$ cat config.mk
export PLATFORM = sky130hd
export DESIGN_NAME = cic_decimator
export DESIGN_NICKNAME = d
export VERILOG_FILES = /design/src/rtl/cic_decimator.sv
export SDC_FILE = /design/constraint.sdc
export NUM_CORES = 1
export LEC_CHECK = 0
export CORE_MARGIN = 3
export CORE_UTILIZATION = 50
export CTS_CLUSTER_DIAMETER = 80
export DETAILED_ROUTE_END_ITERATION = 16
export GPL_TIMING_DRIVEN = 0
export PLACE_DENSITY_LB_ADDON = 0.2
export SKIP_CTS_REPAIR_TIMING = 1
export SLEW_MARGIN = 20
export SYNTH_ARGS = -nofsm -noshare
export SYNTH_HDL_FRONTEND = slang
export SYNTH_SLANG_ARGS = --single-unit
$ cat constraint.sdc
create_clock -name clk_i -period 13.77 [get_ports clk_i]
set_input_delay 2.754 -clock clk_i [delete_from_list [all_inputs] [get_ports clk_i]]
set_output_delay 2.754 -clock clk_i [all_outputs]
set_load 0.02 [all_outputs]
$ cat src/rtl/cic_decimator.sv
// N-stage CIC decimator: integrators at the input sample rate, registered combs at the decimated rate.
// Runtime rate select (1..R_MAX); full-precision wrapping arithmetic, no output scaling.
module cic_decimator #(
   parameter int DIN_W  = 11,
   parameter int N      = 3,
   parameter int R_MAX  = 8,
   parameter int M      = 1,
   parameter int RATE_W = 4,
   parameter int DOUT_W = DIN_W + N*$clog2(R_MAX*M)
) (
   input  logic              clk_i,
   input  logic              rst_i,
   input  logic              en_i,
   input  logic [DIN_W-1:0]  data_i,
   input  logic [RATE_W-1:0] rate_i,
   output logic              valid_o,
   output logic [DOUT_W-1:0] data_o
);

   localparam logic [RATE_W-1:0] RATE_MAX = RATE_W'(R_MAX);

   // rst_i asserts everything at once; release is retimed to clk_i so no stage leaves reset early.
   logic [1:0] r_rst_sr;
   logic       w_rst;

   always_ff @(posedge clk_i or posedge rst_i) begin
      if (rst_i) r_rst_sr <= 2'b11;
      else       r_rst_sr <= {r_rst_sr[0], 1'b0};
   end

   assign w_rst = r_rst_sr[1];

   logic [RATE_W-1:0] r_phase;
   logic [RATE_W-1:0] r_rate;
   logic              r_rate_vld;
   logic              r_strb;
   logic [RATE_W-1:0] w_rate_req;
   logic [RATE_W-1:0] w_rate_cur;
   logic              w_wrap;

   assign w_rate_req = (rate_i == '0 || rate_i > RATE_MAX) ? RATE_MAX : rate_i;
   // The very first sample after reset already uses the requested rate.
   assign w_rate_cur = r_rate_vld ? r_rate : w_rate_req;
   assign w_wrap     = en_i && (r_phase == w_rate_cur - RATE_W'(1));

   always_ff @(posedge clk_i or posedge w_rst) begin
      if (w_rst) begin
         r_phase    <= '0;
         r_rate     <= '0;
         r_rate_vld <= 1'b0;
         r_strb     <= 1'b0;
      end else begin
         r_strb <= w_wrap;
         if (en_i) begin
            r_rate_vld <= 1'b1;
            if (!r_rate_vld || w_wrap) r_rate <= w_rate_req;
            if (w_wrap) r_phase <= '0;
            else        r_phase <= r_phase + RATE_W'(1);
         end
      end
   end

   logic [DOUT_W-1:0] w_x;
   logic [DOUT_W-1:0] r_integ     [N];
   logic [DOUT_W-1:0] w_integ_nxt [N];

   assign w_x = {{(DOUT_W-DIN_W){data_i[DIN_W-1]}}, data_i};

   // Stage k's next value is x plus the current contents of stages 0..k.
   always_comb begin
      logic [DOUT_W-1:0] v_run;
      w_integ_nxt = '{default: '0};
      v_run = w_x;
      for (int k = 0; k < N; k++) begin
         v_run          = v_run + r_integ[k];
         w_integ_nxt[k] = v_run;
      end
   end

   always_ff @(posedge clk_i or posedge w_rst) begin
      if (w_rst) begin
         for (int k = 0; k < N; k++) r_integ[k] <= '0;
      end else if (en_i) begin
         for (int k = 0; k < N; k++) r_integ[k] <= w_integ_nxt[k];
      end
   end

   logic [DOUT_W-1:0] r_comb [N];
   logic [DOUT_W-1:0] r_dly  [N][M];
   logic [N-1:0]      r_vld;
   logic [DOUT_W-1:0] w_cx   [N];
   logic [N-1:0]      w_cen;

   always_comb begin
      w_cx     = '{default: '0};
      w_cen    = '0;
      w_cx[0]  = r_integ[N-1];
      w_cen[0] = r_strb;
      for (int k = 1; k < N; k++) begin
         w_cx[k]  = r_comb[k-1];
         w_cen[k] = r_vld[k-1];
      end
   end

   // Combs advance only with their valid bit, independent of en_i, so in-flight results keep draining.
   always_ff @(posedge clk_i or posedge w_rst) begin
      if (w_rst) begin
         r_vld <= '0;
         for (int k = 0; k < N; k++) begin
            r_comb[k] <= '0;
            for (int j = 0; j < M; j++) r_dly[k][j] <= '0;
         end
      end else begin
         for (int k = 0; k < N; k++) begin
            r_vld[k] <= w_cen[k];
            if (w_cen[k]) begin
               r_comb[k]   <= w_cx[k] - r_dly[k][M-1];
               r_dly[k][0] <= w_cx[k];
               for (int j = 1; j < M; j++) r_dly[k][j] <= r_dly[k][j-1];
            end
         end
      end
   end

   logic              r_valid;
   logic [DOUT_W-1:0] r_data;

   always_ff @(posedge clk_i or posedge w_rst) begin
      if (w_rst) begin
         r_valid <= 1'b0;
         r_data  <= '0;
      end else begin
         r_valid <= r_vld[N-1];
         if (r_vld[N-1]) r_data <= r_comb[N-1];
      end
   end

   assign valid_o = r_valid;
   assign data_o  = r_data;

endmodule

### After elaboration in Yosys (flattened, before gate mapping)

Index checks and enable logic that the tools add are counted.

| word-level totals | value |
|---|---|
| logic and storage cells | 36 |
| output and inout bits | 21 |
| register bits | 216 |

| operators by class | value |
|---|---|
| mux-type cells | 3 |
| magnitude comparators | 1 |
| equality and inequality tests | 1 |
| add/sub/neg operators | 8 |
| reductions and logical operators | 6 |

Operator list:

| operator | number |
|---|---|
| 20-bit adder | 3 |
| 20-bit subtractor | 3 |
| 4-bit two-way mux | 3 |
| 4-bit by 1-bit adder with 4-bit output (second input constant) | 1 |
| 4-bit == test | 1 |
| 4-bit greater-than comparator (second input constant) | 1 |
| 4-bit logical NOT | 1 |
| 4-bit by 1-bit subtractor with 4-bit output (second input constant) | 1 |
| 1-bit logical OR | 2 |
| 2-bit AND reduction | 1 |
| 1-bit logical AND | 1 |
| 1-bit logical NOT | 1 |

### Logic depth before layout (Yosys ltp)

| depth | value |
|---|---|
| word-level depth | 9 |
| mapped depth | 27 |
| mapped depth without buffers | 27 |

### Worst setup path after synthesis

No wires, ideal clock.

| timing | value |
|---|---|
| kind | input port to flip-flop |
| start | input port data_i[0] |
| end | register r_integ[18] (netlist name) |
| stages | 25 |
| setup slack | 6.345 ns |
| data required time | 13.645 ns |
| buffers on the path | 0 |
| arrival time | 7.300 ns |
| setup time | 0.125 ns |
| cell sequence | ha_1 -> inv_1 -> fa_1 -> nor2b_1 -> o21ai_1 -> a21boi_0 -> o21ai_0 -> nand2_1 -> a21o_1 -> a21oi_1 -> xnor2_1 -> ha_1 -> a21o_1 -> a21o_1 -> and2_1 -> a221o_1 -> o211a_1 -> o41ai_2 -> xnor2_1 -> ha_1 -> or3_1 -> o311a_1 -> nor2_1 -> xnor2_1 -> mux2_2 |

RTL lines:

| item | line | source |
|---|---|---|
| start: declaration | 14 | `input logic [DIN_W-1:0] data_i,` |
| end: declaration | 64 | `logic [DOUT_W-1:0] r_integ [N];` |

==> summary by stage <==
Placement
Including well taps, the total number of placed cells is 1,686. The HPWL after detailed placement is 18.9 mm. In this run the tool buffered the top-level ports with 37 buffer cells. Timing analysis after detailed placement gives a worst setup slack of 5.31 ns. Routability-driven placement finished with a final weighted congestion of 0.862.

Final layout
The utilization of the core after routing is 0.581. The number of antenna repair diodes is 0. Compared with the post-synthesis result, the final layout area differs by 12.7%. The final net count is 1,525. The share of layout cells above drive strength 1 is 0.129.

Leaving out fill and tap cells, the most frequent cell in the layout is dfrtp_1. The number of standard cells in the final layout excluding fillers is 1,730. Leaving out fill and tap cells, the most frequent cells in the layout are dfrtp_1 (214), ha_1 (119), mux2_2 (113), nand2_1 (111), o21ai_0 (110).

Critical path
STA puts the critical path data arrival time at 8.35 ns. Counting both buffers and inverters, the worst setup path holds a total of 2. The cell seen most often among critical-path stages is xnor2_1. The source of the critical timing path is data_i[0]. The delay of the slowest cell on the worst path is 0.46 ns. The cell type group with the largest total delay on the critical path is compound AO/OA/AOI/OAI gates. The startpoint class of the critical path is an input pin. STA classifies the critical path endpoint as a flip-flop. The critical path is of the input pin to flip-flop type.

The critical-path maximum fanout is 5. For this design, the slowest cell found on the critical path is clkdlybuf4s50_1. Data on the critical path is required at its endpoint by 14.17 ns. The source of the worst register-to-register timing path is r_integ[40]$_DFFE_PP0P_.

Global routing
The total overflow left after global routing is 0. The pin count of the biggest net entering global routing is 92. The wire length of the first global-routing pass is 43.2 mm.

For this run, the total global-route usage over all layers was measured as 0.178. The number of antenna violations at the first check in global routing is 0. The number of global-route vias before repair was 9,365.

Synthesis
During synthesis, Yosys emitted a total of 0 warnings. Synthesis produced a netlist whose cell count is 1,317. Of all flip-flops after synthesis, the portion carrying an async set or reset was 1.00. Of the total synthesized cell area, the portion taken by AND, OR, NAND and NOR gates is 0.105. Synthesis produced a netlist with a net count of 1,460.

The most used flip-flop cell after synthesis is dfrtp_1. The adder and majority cell fraction of the synthesized area is 0.122. After synthesis, the largest family of logic cells by area is compound AO/OA/AOI/OAI gates. The number of synthesized register bits is 216. A synthesized cell averages 10.0 µm².

The number of flops mapped to enable cells by yosys is 0. The synthesized area is 13,200 µm². For this run, the register share of the synthesized area comes to 0.411. The area fraction in compound gates after synthesis is 0.158. The count of different cell masters after synthesis is 69. The mux share of post-synthesis cell area is 0.101. The fraction of synthesized cell area in xor and xnor cells is 0.0665.

Route
The first TritonRoute pass finished after 4 iterations. For this block, the routed nets add up to 25.0 mm of wire. The final route contains 9,268 vias. In the routed design, unresolved DRC markers number 0. The average via count per standard cell is 5.36. The count of antenna-violating nets left after detailed routing is 0.

The detail-routed net length per standard cell is 14.4 µm. The count of routing violations after the opening detailed-route iteration is 292.

Floorplan
The die boundary height is 168 µm. Row generation in the floorplan step produced 58 rows. The initial utilization of the core area, before any placement, comes to 0.515. The core area is 25,500 µm².

The floorplan step defined a die boundary enclosing 28,300 µm². For this design the top-level I/O count stands at 39. In this run the horizontal extent of the chip is 168 µm.

Timing
The shortest clock period the worst path allows after layout is 7.95 ns. The number of pins with negative max-slew slack in the final report was 0. Setup violations remaining at the end of the flow were counted as 0. Derived from the worst setup path, the maximum achievable clock frequency is 0.126 GHz. Setup repair after global routing left no endpoint under its margin.

At the pin with the least slew margin, the transition time is 0.706 ns. Across the routed clock network, the largest skew measured is 0.0207 ns. Once routing completed, OpenROAD measured the worst setup slack at 5.82 ns.

The summed negative setup slack over all endpoints is 0 ns. The post-route clock period utilization is 0.577. The count of final hold-check violations was 0. Headroom to the max-slew limit came out at 0.526.

Hold path
The path class of the lowest-slack min-delay path is flip-flop to async pin.

CTS
The count of H-tree levels built during CTS is 1. The TritonCTS buffer count is 24. The clock reaches the later pin of the worst-skew pair after 0.53 ns. After clock tree synthesis, the clock-pin slew on the worst setup and hold paths is 0.06 ns. The cell at the root of the clock tree is clkbuf_16. The number of clock sinks seen by CTS is 216. The CTS tree is built. The maximum buffer depth of the clock tree is 3.

Outcome
The run finished with clean final reports.

Job
The number of max-capacitance violations reported is 0.
sequential cells by signal, summed over array words and instances (netlist names):
signal and cells:
data_o 20, r_comb 60, r_dly 60, r_integ 60, r_phase 4, r_rate 4, r_rate_vld 1, r_rst_sr 2
r_strb 1, r_vld 3, valid_o 1
final cells by class:
| class | instances | area, µm² |
|---|---|---|
| Timing Repair Buffer | 39 | 425 |
| Inverter | 95 | 364 |
| Buffer | 33 | 125 |
| Clock inverter | 4 | 81.3 |
| Fill cell | 2224 | 10700 |
| Tap cell | 330 | 413 |
| Sequential cell | 216 | 5410 |
| Multi-Input combinational cell | 973 | 7280 |
| Clock buffer | 40 | 751 |
final timing paths:
check,slack (ns),to,cells after the start
worst max-delay path,5.82,r_integ[19]$_DFFE_PP0P_,28
worst min-delay path,0.23,r_dly[20]$_DFFE_PP0P_,1
worst max register to register,8.18,r_integ[19]$_DFFE_PP0P_,27
worst min register to register,0.23,r_dly[20]$_DFFE_PP0P_,1
max in group asynchronous,11.21,r_rst_sr[0]$_DFF_PP1_,2
min in group clk_i,0.36,r_rst_sr[1]$_DFF_PP1_,0
metal layers:
layer	routed length, µm	GRT usage	vias up
met4	644	0.0512	0
met3	645	0.0244	49
li1	-	-	4777
met5	0	0	-
met2	12700	0.333	107
met1	11000	0.213	4335
Yosys cell counts, types with 5 or more instances:
master / count / share of area
dfrtp_1: 214 / 0.41
nand2_1: 111 / 0.032
a21o_1: 43 / 0.025
a21boi_0: 8 / 0.0046
nor2_1: 73 / 0.021
xnor2_1: 74 / 0.049
or3_1: 5 / 0.0024
nand2b_1: 17 / 0.0081
nand3_1: 17 / 0.0065
a31oi_1: 9 / 0.0043
o21a_1: 14 / 0.0080
ha_1: 119 / 0.11
o21ai_0: 110 / 0.042
a31o_2: 6 / 0.0040
clkbuf_1: 29 / 0.0083
and3_1: 5 / 0.0024
or2_2: 7 / 0.0033
nor2b_1: 25 / 0.012
and2_1: 7 / 0.0033
xor2_1: 26 / 0.017
nor3_1: 18 / 0.0068
a211oi_1: 16 / 0.0091
mux2_2: 113 / 0.097
a21oi_1: 74 / 0.028
inv_1: 95 / 0.027
fa_1: 6 / 0.0091
o21ai_1: 5 / 0.0019
cell families (layout without fill, tap and decap cells):
kind of cell	Yosys count	after routing
AOI/OAI and AO/OA	331	331
xor gates and xnor gates	100	100
adders and majority gates	125	125
buffers and inverters	128	211
DFF	216	216
muxes	118	118
other	1	1
and+or+nand+nor	298	298
metrics by stage:
| step | hold WS [ns] | instance area (µm²) |
|---|---|---|
| after floorplan | 0.345 | 13200 |
| after global placement | 0.347 | 13900 |
| after detailed placement | 0.243 | 14000 |
| after CTS | 0.248 | 14800 |
| after global routing | 0.273 | 14800 |
| final | 0.234 | 14800 |
Power is left out: the tool's default activity adds up to more than one toggle a clock period on the data nets, which glitch-free logic cannot reach.
